## config.mk

```make
export PLATFORM = sky130hd
export DESIGN_NAME = sram_stream_reader_flat
export DESIGN_NICKNAME = d
export VERILOG_FILES = /design/src/rtl/sram_stream_reader_if.sv /design/src/rtl/sram_stream_reader.sv /design/src/flat_wrapper.sv
export SDC_FILE = /design/constraint.sdc
export NUM_CORES = 1
export LEC_CHECK = 0
export ABC_AREA = 0
export BUFFER_PORTS_ARGS = -buffer_cell sky130_fd_sc_hd__buf_2
export CAP_MARGIN = 5
export CORE_ASPECT_RATIO = 0.8
export CORE_MARGIN = 1.5
export CORE_UTILIZATION = 52
export CTS_CLUSTER_DIAMETER = 80
export DETAILED_ROUTE_END_ITERATION = 8
export PLACE_DENSITY = 0.79
export SYNTH_ARGS = -nofsm -noshare
export SYNTH_HDL_FRONTEND = slang
export SYNTH_SLANG_ARGS = --single-unit
```

## constraint.sdc

```tcl
create_clock -name CLK -period 3.38 [get_ports CLK]
set_input_delay 0 -clock CLK [delete_from_list [all_inputs] [get_ports CLK]]
set_output_delay 0 -clock CLK [all_outputs]
set_load 0.05 [all_outputs]
```

## src/rtl/sram_stream_reader_if.sv

```systemverilog
// SRAM read port and output stream of the burst reader, bundled for port connection.
// master = reader side, slave = SRAM macro plus downstream consumer.
interface sram_stream_reader_if #(
    parameter int DATA_W = 32,
    parameter int ADDR_W = 7
);
    logic              sram_CEN;
    logic              sram_WEN;
    logic [ADDR_W-1:0] sram_A;
    logic [DATA_W-1:0] sram_Q;
    logic [DATA_W-1:0] out_data;
    logic              out_valid;
    logic              out_ready;

    modport master (
        output sram_CEN, sram_WEN, sram_A, out_data, out_valid,
        input  sram_Q, out_ready
    );

    modport slave (
        input  sram_CEN, sram_WEN, sram_A, out_data, out_valid,
        output sram_Q, out_ready
    );
endinterface

```

## src/rtl/sram_stream_reader.sv

```systemverilog
// Burst read initiator for a single-port SRAM: sequential reads with one-cycle
// latency are buffered behind the output register and streamed out over valid/ready.
module sram_stream_reader #(
    parameter int DATA_W = 32,
    parameter int ADDR_W = 7,
    parameter int LEN_W  = 8
) (
    input  logic              CLK,
    input  logic              reset,
    input  logic              start,
    input  logic [ADDR_W-1:0] start_addr,
    input  logic [LEN_W-1:0]  len,
    output logic              busy,
    output logic              done,
    sram_stream_reader_if.master bus
);

    typedef enum logic [1:0] {IDLE, READ, DRAIN, DONE} state_t;

    state_t            state_q, state_d;
    logic [ADDR_W-1:0] addr_q, addr_d;
    logic [LEN_W-1:0]  remaining_q, remaining_d;
    logic              cen_q, cen_d;
    logic [ADDR_W-1:0] a_q, a_d;
    logic              inflight_q, inflight_d;
    logic              busy_q, busy_d;
    logic              done_q, done_d;

    // Entry 0 is the registered stream output; entries 1..2 form the skid buffer.
    logic [DATA_W-1:0] mem_q [3];
    logic [DATA_W-1:0] mem_d [3];
    logic [1:0]        count_q, count_d;
    logic              out_valid_q, out_valid_d;

    logic              pop;
    logic [1:0]        held_next;
    logic [1:0]        wr_idx;
    logic [2:0]        occ_sum;
    logic              room;

    assign pop       = out_valid_q & bus.out_ready;
    assign held_next = count_q + {1'b0, inflight_q} - {1'b0, pop};
    // A read decided now lands two cycles later; the one already on the bus
    // must be counted too, so every returned word is guaranteed a slot.
    assign occ_sum   = {1'b0, held_next} + {2'b00, ~cen_q};
    assign room      = (occ_sum < 3'd3);
    assign wr_idx    = count_q - {1'b0, pop};

    always_comb begin
        mem_d[0] = mem_q[0];
        mem_d[1] = mem_q[1];
        mem_d[2] = mem_q[2];
        if (pop) begin
            mem_d[0] = mem_q[1];
            mem_d[1] = mem_q[2];
        end
        if (inflight_q) begin
            case (wr_idx)
                2'd0:    mem_d[0] = bus.sram_Q;
                2'd1:    mem_d[1] = bus.sram_Q;
                2'd2:    mem_d[2] = bus.sram_Q;
                default: ;
            endcase
        end
        count_d     = held_next;
        out_valid_d = (held_next != 2'd0);
    end

    always_comb begin
        state_d     = state_q;
        addr_d      = addr_q;
        remaining_d = remaining_q;
        cen_d       = 1'b1;
        a_d         = a_q;
        case (state_q)
            IDLE: begin
                if (start) begin
                    if (len != '0) begin
                        cen_d       = 1'b0;
                        a_d         = start_addr;
                        addr_d      = start_addr + ADDR_W'(1);
                        remaining_d = len - LEN_W'(1);
                        state_d     = (len == LEN_W'(1)) ? DRAIN : READ;
                    end else begin
                        state_d = DONE;
                    end
                end
            end
            READ: begin
                if (remaining_q == '0) begin
                    state_d = DRAIN;
                end else if (room) begin
                    cen_d       = 1'b0;
                    a_d         = addr_q;
                    addr_d      = addr_q + ADDR_W'(1);
                    remaining_d = remaining_q - LEN_W'(1);
                    if (remaining_q == LEN_W'(1)) begin
                        state_d = DRAIN;
                    end
                end
            end
            DRAIN: begin
                if (!inflight_q && cen_q && held_next == 2'd0) begin
                    state_d = DONE;
                end
            end
            DONE:    state_d = IDLE;
            default: state_d = IDLE;
        endcase
        inflight_d = ~cen_q;
        busy_d     = (state_d == READ) || (state_d == DRAIN);
        done_d     = (state_d == DONE);
    end

    always_ff @(posedge CLK or posedge reset) begin
        if (reset) begin
            state_q     <= IDLE;
            addr_q      <= '0;
            remaining_q <= '0;
            cen_q       <= 1'b1;
            a_q         <= '0;
            inflight_q  <= 1'b0;
            busy_q      <= 1'b0;
            done_q      <= 1'b0;
            mem_q[0]    <= '0;
            mem_q[1]    <= '0;
            mem_q[2]    <= '0;
            count_q     <= '0;
            out_valid_q <= 1'b0;
        end else begin
            state_q     <= state_d;
            addr_q      <= addr_d;
            remaining_q <= remaining_d;
            cen_q       <= cen_d;
            a_q         <= a_d;
            inflight_q  <= inflight_d;
            busy_q      <= busy_d;
            done_q      <= done_d;
            mem_q[0]    <= mem_d[0];
            mem_q[1]    <= mem_d[1];
            mem_q[2]    <= mem_d[2];
            count_q     <= count_d;
            out_valid_q <= out_valid_d;
        end
    end

    assign busy          = busy_q;
    assign done          = done_q;
    assign bus.sram_CEN  = cen_q;
    assign bus.sram_WEN  = 1'b1;
    assign bus.sram_A    = a_q;
    assign bus.out_data  = mem_q[0];
    assign bus.out_valid = out_valid_q;

endmodule

```

## src/flat_wrapper.sv

```systemverilog
// flat-port wrapper written by rule: the top's interface ports become plain ports
module sram_stream_reader_flat 
#(
    parameter int DATA_W = 32,
    parameter int ADDR_W = 7,
    parameter int LEN_W  = 8
)
  (CLK, reset, start, start_addr, len, busy, done, bus_sram_CEN, bus_sram_WEN, bus_sram_A, bus_out_data, bus_out_valid, bus_sram_Q, bus_out_ready);
  sram_stream_reader_if #(.DATA_W(DATA_W), .ADDR_W(ADDR_W)) bus_i ();
  input  logic CLK;
  input  logic reset;
  input  logic start;
  input  logic [ADDR_W-1:0] start_addr;
  input  logic [LEN_W-1:0] len;
  output logic busy;
  output logic done;
  output wire logic [$bits(bus_i.sram_CEN)-1:0] bus_sram_CEN;
  output wire logic [$bits(bus_i.sram_WEN)-1:0] bus_sram_WEN;
  output wire logic [$bits(bus_i.sram_A)-1:0] bus_sram_A;
  output wire logic [$bits(bus_i.out_data)-1:0] bus_out_data;
  output wire logic [$bits(bus_i.out_valid)-1:0] bus_out_valid;
  input wire logic [$bits(bus_i.sram_Q)-1:0] bus_sram_Q;
  input wire logic [$bits(bus_i.out_ready)-1:0] bus_out_ready;
  assign bus_sram_CEN = bus_i.sram_CEN;
  assign bus_sram_WEN = bus_i.sram_WEN;
  assign bus_sram_A = bus_i.sram_A;
  assign bus_out_data = bus_i.out_data;
  assign bus_out_valid = bus_i.out_valid;
  assign bus_i.sram_Q = bus_sram_Q;
  assign bus_i.out_ready = bus_out_ready;
  sram_stream_reader #(.DATA_W(DATA_W), .ADDR_W(ADDR_W), .LEN_W(LEN_W)) u_core (.CLK(CLK), .reset(reset), .start(start), .start_addr(start_addr), .len(len), .busy(busy), .done(done), .bus(bus_i));
endmodule
```

==> impl_metrics.toml, run 1 <==
[global_route]
grtUsageTotal = 0.229
grt_antenna_before_repair = 0
overflow = 0
grt_start_max_net_pins = 54
grt_pass1_vias = 4793
grt_pass1_wl_um = 23000

[routing]
drc_errors = 0
vias = 4682
antenna_left = 0
drt-vias-per-instance = 5.48
wirelength_um = 13600
drtIter0Drc = 326
dr.pass1.iters = 4
wl_per_cell_um = 15.9

[pwr]
combPwrFrac = 0.479
leakagePower_nw = 3.58
internal-power_mw = 4.97
total_power_mw = 8.90
vdd_drop_max_uv = 674
p_seq_frac = 0.319
p_sw_mw = 3.93
p_clk_frac = 0.202
power_switching_share = 0.442
p_per_area_nw_per_um2 = 1160

[timing]
final_hold_viol_count = 0
fin_setup_tns_ps = 0
fmax_ghz = 0.329
tightest_slew_ps = 761
fin_crit_sh = 0.898
slew_viol_final = 0
fin_crit_ps = 3040
skew_ps = 7.21
setup_viol = 0
slew_headroom = 0.493
rsz0062_at_grt = "false"

[cells_and_area]
register_area_sq_um = 3180
drive_above_1_share = 0.256
nFillCells = 898
fin_util = 0.660
nNetsFinal = 756
design_area_sq_um = 7650
multi_input_area_sq_um = 2620
n_antenna_cell = 0
areaGrowthSynthToFinish_pct = 23.0

[worst_setup_path]
path_cells = "nand3b_1 -> nand2_1 -> ha_1 -> xor2_1 -> xnor2_1 -> ha_1 -> a21oi_1 -> a21oi_1 -> or4b_1 -> a211o_1 -> ha_1"
cp-start-kind = "register"
cp_max_fo = 6
rrSetupSlack_ps = 340
cp_slowest_cell = "or4b_1"
worstPathRequired_ps = 3680
critPathKind = "register to register"
crit_top_cell = "ha_1"
cp-end-kind = "register"
cp.arrival_ps = 3330
max_stage_delay_ps = 550

[place]
dp_hpwl_um = 8610
placement.io_buffers = 93
place_area_sq_um = 6610
gp_congestion = 0.818

[clock_tree]
clk_path_buf_depth = 2
cts_tree = "done"
clock-sinks = 127
insertion_delay_ps = 410
ctsRootBufferMaster = "clkbuf_16"
htree_levels = 4
cts_buffers = 17
cts.clk_slew.worst_paths_ps = 60

[floorplan]
initial_core_util = 0.536
core_sq_um = 11600
die_h_um = 101
dieArea_sq_um = 12600
fp-row-count = 35
die_x_um = 125
io_pins = 95

[synth]
synthFlopType = "dfrtp_1"
syn_nets = 653
synthTopCellsByArea = "dfrtp_1 51%, mux2i_1 11%, mux2_2 5.8%, buf_4 4.2%, a21oi_1 3.9%"
yosysMostFrequentCell = "dfrtp_1"
netlist-cell-type-count = 52
synth_edf_count = 0
synthCells = 591
synth_top_cell_area_share = 0.507
synth_seq_area_share = 0.511
netlist_area_sq_um = 6220
syn_area_per_cell_sq_um = 10.5
yosysTopAreaCell = "dfrtp_1"
ys_async_sr_fraction = 1.00
synth_commonest_cells = "126 x dfrtp_1, 67 x mux2i_1, 63 x nand2_1"
yosys_warnings = 0
ys_ff_latch = 127

[outcome]
outcome = "complete, no violations"

[run]
cap_violations = 0

[min_path]
hold_class = "input port to register"
-- timing repair --
| item | 4_1_cts | 5_1_grt |
|---|---|---|
| hold endpoints to repair | 160 | 0 |
| gates resized for setup | 0 | 0 |
| hold buffers | 44 | 0 |
| buffers inserted | 0 | 0 |
-- layout make-up --
class	instances	share of cell area
multi-input cells	388	0.343
clock buffers	18	0.0561
inverters	11	0.00589
clock inverters	14	0.0204
flip-flops and latches	127	0.416
repair buffers	149	0.135
well taps	148	0.0242
-- stage by stage --
stage,hold slack (ps),cells,setup slack (ps)
2_1_floorplan,104,591,60.2
3_3_place_gp,228,778,473
3_5_place_dp,239,778,362
4_1_cts,22.6,854,348
5_1_grt,87.9,855,124
6_report,40.6,855,344
-- kinds of logic after synthesis --
kind of cell / Yosys count / synth area share
and+or+nand+nor: 143 / 0.102
DFF: 127 / 0.511
AOI/OAI and AO/OA: 124 / 0.115
muxes: 100 / 0.168
buffers and inverters: 76 / 0.0695
adders and majority gates: 11 / 0.0221
xor gates and xnor gates: 9 / 0.0127
other: 1 / 0.000602
-- layer usage --
metal	wire, um	GRT usage	vias up	share of wire
met1	5850	0.286	2276	0.43
met4	165	0.0760	0	0.012
met5	0	0	-	0
li1	-	-	2253	-
met3	661	0.0552	17	0.049
met2	6930	0.396	136	0.51
-- placed cells by master, fill, tap and decap left out, types with 2 or more instances in the layout --
master         synthesis  final
a211o_1                3      3
a21boi_0               2      2
a21oi_1               48     48
a31oi_1                4      4
buf_12                 0      3
buf_2                  1     93
buf_4                 35      9
bufinv_16              0      2
clkbuf_16              0     17
clkinv_4               0      2
clkinvlp_4             0      5
dfrtp_1              126    125
dlygate4sd3_1          0     44
ha_1                  11     11
inv_1                  9      8
inv_2                  2      2
inv_6                  0      5
mux2_2                32     32
mux2i_1               67     67
nand2_1               63     62
nand2b_1               2      2
nand3_1               13     13
nand3b_1               3      3
nor2_1                40     39
nor3_1                 6      6
nor4_1                 4      4
o211ai_1               3      3
o21a_1                 4      4
o21ai_0               45     45
o22a_1                 2      2
o22ai_1                2      2
o2bb2ai_1              2      2
or3_1                  2      2
or4b_1                 2      2
xnor2_1                3      3
xor2_1                 6      6
-- critical path: cells and delay by family, from the launching register on --
family / cells / cell delay, ps
simple gates: 3 / 790
fa+ha+maj: 3 / 730
compound gates: 3 / 540
xor+xnor: 2 / 440
flops: 1 / 420
-- path summary, 6_finish.rpt --
kind                       cells past startpoint                                end                        startpoint
max                                           11              u_core.busy$_DFF_PP0_       u_core.inflight_q$_DFF_PP0_
min                                            4  u_core.remaining_q[6]$_DFFE_PP0P_                            len[6]
max reg2reg                                   11              u_core.busy$_DFF_PP0_       u_core.inflight_q$_DFF_PP0_
min reg2reg                                    2   u_core.bus.sram_A[6]$_DFFE_PP0P_  u_core.bus.sram_A[6]$_DFFE_PP0P_
max in group asynchronous                      5         u_core.mem_q[53]$_DFF_PP0_                             reset
min in group asynchronous                      3        u_core.count_q[1]$_DFF_PP0_                             reset
-- power by group through the flow --
| stage | combinational (mW) | clock, mW | sequential (mW) |
|---|---|---|---|
| global placement | 4.03 | 0 | 2.78 |
| global route | 4.69 | 1.90 | 2.93 |
| CTS | 4.27 | 1.83 | 2.83 |
| detailed placement | 4.22 | 0 | 2.84 |
| finish | 4.26 | 1.80 | 2.84 |
| floorplan | 3.57 | 0 | 2.89 |
-- flip-flops by register name (all words and copies together), names as in the netlist, 2 cells and up --
| name | cells |
|---|---|
| u_core.mem_q | 64 |
| u_core.bus.out_data | 32 |
| u_core.remaining_q | 8 |
| u_core.addr_q | 7 |
| u_core.bus.sram_A | 7 |
| u_core.count_q | 2 |
| u_core.state_q | 2 |
No activity file was read; power rests on OpenSTA's default activity.
==> run 2, diff against run 1 <==
CORE_UTILIZATION = 30   (was 52)
PLACE_DENSITY = 0.5   (was 0.79)
clock period = 3.6 ns   (was 3.38 ns; I/O delays follow)
==> impl_metrics.toml, run 2 (synthesized netlist as in run 1, its figures left out) <==
[outcome]
outcome = "complete, no violations"

[place]
dpl_worst_slack_ps = 567
dp_cells = 891
dp_hpwl_um = 8870
place_area_sq_um = 6730
gp_congestion = 0.752
placement.io_buffers = 93

[timing]
tightest_slew_ps = 954
slew_headroom = 0.364
final_hold_viol_count = 0
slew_viol_final = 0
fin_hold_ws_ps = 17.5
fin_setup_tns_ps = 0
fin_crit_ps = 3020
rsz0062_at_grt = "false"
setup_viol = 0
skew_ps = 10.1
fmax_ghz = 0.331
fin_crit_sh = 0.839
fin_ws_ps = 579

[global_route]
grtUsageMet1 = 0.177
grt_antenna_before_repair = 0
grtUsageTotal = 0.136
grt_start_max_net_pins = 76
grt_use_met2 = 0.217
top_usage_layer = "met2"
grt_pass1_wl_um = 23100
met3_usage = 0.0371
overflow = 0
grt_pass1_vias = 4677

[pwr]
total_power_mw = 8.10
combPwrFrac = 0.489
p_clk_frac = 0.187
leakagePower_nw = 3.55
power_switching_share = 0.438
internal-power_mw = 4.55
vdd_drop_max_uv = 497
p_sw_mw = 3.55
p_seq_frac = 0.324
p_per_area_nw_per_um2 = 1050

[worst_setup_path]
crit_top_cell = "ha_1"
worstPathRequired_ps = 3890
cp_max_fo = 6
critPathKind = "register to register"
path_cells = "nand3b_1 -> nand2_1 -> ha_1 -> xor2_1 -> xnor2_1 -> ha_1 -> a21oi_1 -> a21oi_1 -> or4b_1 -> a211o_1 -> ha_1"
worstSetupStartpoint = "u_core.inflight_q$_DFF_PP0_"
path_delay_family = "simple AND/OR/NAND/NOR gates"
cp.arrival_ps = 3320
cp-end-kind = "register"
cp-start-kind = "register"
max_stage_delay_ps = 560
path_buf_inv = 0
cp_slowest_cell = "or4b_1"
r2r_start = "u_core.inflight_q$_DFF_PP0_"

[clock_tree]
cts.clk_slew.worst_paths_ps = 60
ctsRootBufferMaster = "clkbuf_16"
clock-sinks = 127
htree_levels = 4
insertion_delay_ps = 410
cts_buffers = 17
clk_path_buf_depth = 2
cts_tree = "done"

[routing]
dr.pass1.iters = 4
drc_errors = 0
drt-vias-per-instance = 4.71
wirelength_um = 13800
vias = 4539
drtIter0Drc = 169
wl_per_cell_um = 14.3
antenna_left = 0

[min_path]
min_from = "start_addr[4]"
hold_class = "input port to register"

[floorplan]
core_sq_um = 20100
io_pins = 95
die_h_um = 132
dieArea_sq_um = 21600
initial_core_util = 0.310
die_x_um = 164
fp-row-count = 46

[cells_and_area]
drive_above_1_share = 0.247
fin_util = 0.383
design_area_sq_um = 7680
mostFrequentLayoutCell = "dfrtp_1"
n_antenna_cell = 0
regMostFlops = "u_core.mem_q"
nFillCells = 1985
areaGrowthSynthToFinish_pct = 23.4
nNetsFinal = 751
most-common-layout-cells = "126 x dfrtp_1, 93 x buf_2, 67 x mux2i_1, 62 x nand2_1, 48 x a21oi_1"
final_cells = 964
largest_register_ffs = 64

[run]
cap_violations = 0
[run 2: changes by cell type in the layout (fill, tap and decap cells not counted), moves of 2 or more]
cell	change
buf_4	-3
clkbuf_8	+4
clkinv_4	-2
clkinvlp_4	-4
inv_6	-5
bufinv_16	-2
clkinv_2	+5
[run 2: worst min-delay path, cell delays in order]
cell and delay [ps]:
buf_2 100, a21boi_0 110, o21ai_0 170
[run 2: path summary, 6_finish.rpt]
check                                                    endpoint  slack [ps]  depth (start not counted)
worst max-delay path                        u_core.busy$_DFF_PP0_         580                         11
worst min-delay path             u_core.bus.sram_A[4]$_DFFE_PP0P_          20                          3
worst max register to register              u_core.busy$_DFF_PP0_         580                         11
worst min register to register   u_core.bus.sram_A[6]$_DFFE_PP0P_         490                          2
max in group asynchronous            u_core.mem_q[24]$_DFFE_PP0P_        2410                          4
min in group asynchronous       u_core.bus.out_data[17]$_DFF_PP0_         360                          3
[run 2: layout make-up]
cell class / instances / area, sq um / area share
Inverter: 11 / 43.8 / 0.00570
Tap cell: 264 / 330 / 0.0430
Clock buffer: 23 / 488 / 0.0635
Multi-Input combinational cell: 388 / 2620 / 0.341
Sequential cell: 127 / 3180 / 0.414
Clock inverter: 7 / 37.5 / 0.00489
Timing Repair Buffer: 144 / 981 / 0.128
[run 2: timing repair]
action                    4_1_cts  5_1_grt
resized for setup               0        0
hold endpoints to repair      182        0
buffers inserted                0        0
hold buffers                   43        0
[run 2: power groups by stage]
| stage | logic [mW] | registers (mW) | clock network, mW |
|---|---|---|---|
| after floorplan | 3.35 | 2.71 | 0 |
| after global placement | 3.89 | 2.61 | 0 |
| after detailed placement | 3.97 | 2.65 | 0 |
| after CTS | 4.02 | 2.63 | 1.57 |
| after global routing | 4.40 | 2.72 | 1.62 |
| final | 3.96 | 2.62 | 1.51 |
[run 2: per-layer routing]
layer  vias up  wire length, um
li1       2241                -
met1      2182             6530
met2       101             6510
met3        15              578
met4         0              146
met5         -                0
